**src/rtl/data_memory.sv**
```systemverilog
// Doubleword data memory for the single-cycle datapath: edge-written, combinationally read.
// Optional macro DATA_MEMORY_PRELOAD_EN makes entry i reset to the value i instead of 0.
module data_memory #(
  parameter int BITSIZE = 64,
  parameter int DEPTH   = 32
) (
  input  logic               clk,
  input  logic               rst,
  input  logic [BITSIZE-1:0] address,
  input  logic [BITSIZE-1:0] writeData,
  input  logic               memWrite,
  input  logic               memRead,
  output logic [BITSIZE-1:0] readData
);

  localparam int AW = (DEPTH > 1) ? $clog2(DEPTH) : 1;

  logic [AW-1:0]      index;
  logic [BITSIZE-1:0] mem_q [DEPTH];
  logic [BITSIZE-1:0] read_data_d;

  function automatic logic [BITSIZE-1:0] reset_value(input int entry);
`ifdef DATA_MEMORY_PRELOAD_EN
    return BITSIZE'(entry);
`else
    return (entry < 0) ? '1 : '0;
`endif
  endfunction

  // Byte offset and bits above the index field take no part in addressing.
  assign index = address[3 +: AW];

  generate
    if (BITSIZE > 3 + AW) begin : g_hi_unused
      logic unused_addr_bits;
      assign unused_addr_bits = ^{address[2:0], address[BITSIZE-1:3+AW]};
    end else begin : g_lo_unused
      logic unused_addr_bits;
      assign unused_addr_bits = ^address[2:0];
    end
  endgenerate

  // Reset has priority, so a write on an edge coinciding with reset is lost.
  always_ff @(posedge clk or negedge rst) begin
    if (!rst) begin
      for (int i = 0; i < DEPTH; i++) begin
        mem_q[i] <= reset_value(i);
      end
    end else if (memWrite) begin
      mem_q[index] <= writeData;
    end
  end

  always_comb begin
    read_data_d = '0;
    if (memRead) begin
      read_data_d = mem_q[index];
    end
  end

  assign readData = read_data_d;

endmodule

```
**config.mk**
```make
export PLATFORM = sky130hd
export DESIGN_NAME = data_memory
export DESIGN_NICKNAME = d
export VERILOG_FILES = /design/src/rtl/data_memory.sv
export SDC_FILE = /design/constraint.sdc
export NUM_CORES = 2
export LEC_CHECK = 0
export ABC_AREA = 1
export CELL_PAD_IN_SITES_DETAIL_PLACEMENT = 0
export CELL_PAD_IN_SITES_GLOBAL_PLACEMENT = 1
export CORE_UTILIZATION = 50
export DETAILED_ROUTE_END_ITERATION = 10
export PLACE_DENSITY = 0.95
export SYNTH_ARGS = -nofsm -noshare
export SYNTH_HDL_FRONTEND = slang
export SYNTH_SLANG_ARGS = --single-unit
```
**constraint.sdc**
```tcl
create_clock -name clk -period 4.6 [get_ports clk]
set_input_delay 0.92 -clock clk [delete_from_list [all_inputs] [get_ports clk]]
set_output_delay 0.92 -clock clk [all_outputs]
set_load 0.01 [all_outputs]
```
==> metrics.txt <==
# TYPE chip_impl_metric gauge
chip_impl_metric{name="dp_hpwl",unit="um"} 159000
chip_impl_info{name="cp-start-kind",value="primary input"} 1
chip_impl_metric{name="clockBufferDepth",unit=""} 3
chip_impl_metric{name="share_of_cells_above_drive_strength_1",unit="%"} 5.34
chip_impl_metric{name="wire_per_inst",unit="um"} 19.0
chip_impl_metric{name="portBuffers",unit=""} 136
chip_impl_metric{name="clock-skew-final",unit="ns"} 0
chip_impl_metric{name="ys_seq_area_share",unit="%"} 54.1
chip_impl_metric{name="worst-slew-pin-transition",unit="ns"} 1.14
chip_impl_metric{name="tritoncts_num_sinks",unit=""} 2048
chip_impl_info{name="timing.critical_path.cells",value="clkdlybuf4s50_1, buf_4, nor3_4, buf_4, buf_8, nand2_1, nand2_1, nor2_1, a21oi_1, clkdlybuf4s50_1"} 1
chip_impl_info{name="dominant_combinational_cell_family_by_area_after_synthesis",value="simple AND/OR/NAND/NOR gates"} 1
chip_impl_metric{name="area_growth",unit="%"} 12.1
chip_impl_metric{name="finish.net_count",unit=""} 12500
chip_impl_metric{name="drt-pass1-iter-count",unit=""} 11
chip_impl_metric{name="start_util",unit="%"} 50.4
chip_impl_metric{name="gp_routability_congestion",unit=""} 0.827
chip_impl_metric{name="yosys_register_bits",unit=""} 2048
chip_impl_metric{name="clk_transition_reported_paths",unit="ns"} 0.06
chip_impl_metric{name="drv.max_cap_violation_count",unit=""} 0
chip_impl_metric{name="fp.dieW",unit="um"} 437
chip_impl_metric{name="finalHoldWorstSlack",unit="ns"} 0.122
chip_impl_metric{name="post-route-cell-area",unit="sq mm"} 0.106
chip_impl_metric{name="number_of_global_route_vias_before_repair",unit=""} 76800
chip_impl_metric{name="synthDistinctLibCells",unit=""} 15
chip_impl_info{name="cts-root-buf",value="clkbuf_16"} 1
chip_impl_metric{name="drtIter0Drc",unit=""} 8609
chip_impl_info{name="cts_tree",value="built"} 1
chip_impl_metric{name="clock_tree.htree_level_count",unit=""} 4
chip_impl_metric{name="final_setup_viols",unit=""} 0
chip_impl_metric{name="grt_start_max_net_pins",unit=""} 137
chip_impl_metric{name="synth_compound_area_share",unit="%"} 11.8
chip_impl_metric{name="cts_buffers",unit=""} 212
chip_impl_info{name="synthFlopType",value="dfrtp_1"} 1
chip_impl_metric{name="timing.critical_path.slowest_cell_delay",unit="ns"} 0.60
chip_impl_metric{name="area.sequential",unit="sq mm"} 0.0512
chip_impl_metric{name="cell_count_after_synthesis",unit=""} 12700
chip_impl_metric{name="max_slew_margin",unit="%"} 24.2
chip_impl_metric{name="critPathMaxFanout",unit=""} 19
chip_impl_info{name="post_synth_main_area_contributors",value="dfrtp_1 (54%), nand2_1 (25%), o21ai_0 (8.1%)"} 1
chip_impl_info{name="critical_path.top_delay_family",value="buffers and inverters"} 1
chip_impl_info{name="most_frequently_used_cell_type_in_the_post_synthesis_netlist",value="nand2_1"} 1
chip_impl_metric{name="gr-usage-all-layers",unit="%"} 29.6
chip_impl_metric{name="slew_viol_final",unit=""} 0
chip_impl_metric{name="rrSetupSlack",unit="ns"} 3.78
chip_impl_metric{name="synth-xor-area-share",unit="%"} 0
chip_impl_metric{name="number_of_antenna_violations_at_the_first_check_in_global_routing",unit=""} 6
chip_impl_metric{name="multi_input_gate_area_in_the_final_layout",unit="sq mm"} 0.0387
chip_impl_info{name="worst_setup_path_end_kind",value="primary output"} 1
chip_impl_metric{name="pwr_density_cell",unit="mW/mm^2"} 464
chip_impl_metric{name="numPlacedInstances",unit=""} 14600
chip_impl_metric{name="cp_data_required_time",unit="ns"} 3.68
chip_impl_metric{name="layout.cells.non_filler",unit=""} 15000
chip_impl_info{name="crit_path_top_delay_cell",value="clkdlybuf4s50_1"} 1
chip_impl_metric{name="number_of_nets_still_failing_antenna_checks_after_routing",unit=""} 0
chip_impl_metric{name="finalWorstPathRequiredPeriod",unit="ns"} 4.56
chip_impl_metric{name="clock_latency",unit="ns"} 0.85
chip_impl_metric{name="synth_fa_ha_area_share",unit="%"} 0
chip_impl_metric{name="achievable-frequency",unit="MHz"} 219
chip_impl_info{name="regToRegEndpoint",value="mem_q[1234]$_DFFE_PN0P_"} 1
chip_impl_metric{name="async_flop_share",unit="%"} 100
chip_impl_metric{name="ioPinCount",unit=""} 196
chip_impl_info{name="synthTopCellsByCount",value="nand2_1 (6361), dfrtp_1 (2048), o21ai_0 (1536)"} 1
chip_impl_metric{name="buffers_and_inverters_on_the_worst_path",unit=""} 5
chip_impl_metric{name="dieHeight",unit="um"} 437
chip_impl_info{name="reg.largest.list",value="mem_q: 2048 flops"} 1
chip_impl_metric{name="worst_ir_drop_vdd",unit="uV"} 353
chip_impl_metric{name="hold_violations",unit=""} 0
chip_impl_info{name="yosys.area.top_type",value="dfrtp_1"} 1
chip_impl_metric{name="flip_flop_count_of_the_largest_register_after_layout",unit=""} 2048
chip_impl_metric{name="synthSimpleGateAreaFrac",unit="%"} 28.7
chip_impl_metric{name="placement_rows",unit=""} 159
chip_impl_metric{name="die_area",unit="sq mm"} 0.191
chip_impl_metric{name="synth_fp_nets",unit=""} 12900
chip_impl_metric{name="layout_worst_path_cycle_share",unit="%"} 99.2
chip_impl_metric{name="syn-cell-area",unit="sq mm"} 0.0947
chip_impl_info{name="crit_type",value="primary input to primary output"} 1
chip_impl_metric{name="utilization",unit="%"} 56.5
chip_impl_info{name="worst_setup_path_startpoint",value="address[7]"} 1
chip_impl_metric{name="timing.reg2reg.worst_path_depth",unit=""} 2
chip_impl_metric{name="crit_arrival",unit="ns"} 3.64
chip_impl_metric{name="vias_per_cell",unit=""} 5.46
chip_impl_info{name="min-delay-path-class",value="primary input to asynchronous set/reset pin"} 1
chip_impl_metric{name="synth.top_cell.area_share",unit="%"} 54.1
chip_impl_metric{name="vias",unit=""} 82000
chip_impl_info{name="most_flops_register",value="mem_q"} 1
chip_impl_metric{name="grt_remaining_overflow",unit=""} 0
chip_impl_metric{name="synth.yosys.warnings",unit=""} 0
chip_impl_metric{name="yosys-mux-area-fraction",unit="%"} 0
chip_impl_metric{name="place_area",unit="sq mm"} 0.0989
chip_impl_metric{name="route.detailed.drc",unit=""} 2
chip_impl_metric{name="grt_pass1_wl",unit="um"} 446000
chip_impl_metric{name="routed_wl",unit="um"} 285000
chip_impl_info{name="r2r_start",value="mem_q[1234]$_DFFE_PN0P_"} 1
chip_impl_info{name="status",value="finished with violations"} 1
chip_impl_info{name="failed_checks",value="design-rule violations"} 1
chip_impl_metric{name="layout.filler_cells",unit=""} 17000
chip_impl_metric{name="avgSynthCellArea",unit="sq um"} 7.43
chip_impl_metric{name="synth-edff-count",unit=""} 0
chip_impl_metric{name="floorplan.core_area",unit="sq mm"} 0.188
chip_impl_metric{name="leakage",unit="nW"} 54.3
[where the power goes]
group          total [mW]  leakage [nW]  internal (mW)  switching [mW]
Clock                17.7          3.57           10.4            7.25
Sequential           23.6          25.7           21.7            1.85
Combinational        8.04          25.0           3.14            4.90
Total                49.3          54.3           35.3            14.0
[worst max path at each step]
| stage | to | cells past startpoint |
|---|---|---|
| 2_1_floorplan | readData[10] | 12 |
| 3_3_place_gp | readData[57] | 10 |
| 3_5_place_dp | readData[47] | 10 |
| 4_1_cts | readData[57] | 9 |
| 5_1_grt | readData[63] | 11 |
| 6_report | readData[23] | 10 |
[area by class of cell]
class | instances | share of cell area, %
diodes | 2 | 0.00471
clock buffers | 331 | 6.09
clock inverters | 58 | 0.710
inverters | 206 | 0.745
multi-input cells | 9456 | 36.5
flip-flops and latches | 2048 | 48.3
well taps | 2495 | 2.94
repair buffers | 417 | 4.78
[worst reg2reg max path: cells and delay by family, from the launching register on]
| kind | cells | cell delay [ns] |
|---|---|---|
| DFF | 1 | 0.39 |
| and+or+nand+nor | 1 | 0.18 |
| AOI/OAI and AO/OA | 1 | 0.08 |
[routing by layer]
metal / vias to the layer above / part of all wire, % / global-route usage, %
met5: - / 0.0046 / 0
met4: 2 / 3.4 / 10.4
met3: 511 / 7.8 / 3.60
met2: 3200 / 47 / 48.0
met1: 39300 / 42 / 41.2
li1: 38900 / - / -
[cells in the final DEF (no fill, tap or decap), types with 34 or more instances in the layout]
master,count
a21oi_1,702
buf_12,122
buf_4,155
clkbuf_1,52
clkbuf_16,218
clkbuf_8,63
clkdlybuf4s50_1,133
clkinv_2,34
dfrtp_1,2048
inv_1,202
nand2_1,6341
nand3_1,64
nor2_1,770
o21ai_0,1536
[cell families (layout without fill, tap and decap cells)]
logic type	Yosys count	in the layout
buf+inv	1241	1012
simple gates	7216	7216
flops	2048	2048
other cells	0	2
compound gates	2240	2240
[metrics by stage]
step                setup TNS, ns  power [mW]  setup WS (ns)
detailed placement              0        31.8         0.0535
floorplan                       0        29.1           1.43
finish                          0        49.3         0.0355
CTS                             0        49.5         0.0228
global placement                0        31.3         0.0471
global route              -0.0165        52.0        -0.0120
[what timing repair did]
action                     CTS  global route
setup buffers                0             2
gates resized for setup      0             9
hold buffers                 0             0
setup endpoints to repair    0             8
No activity file was read; power rests on OpenSTA's default activity.
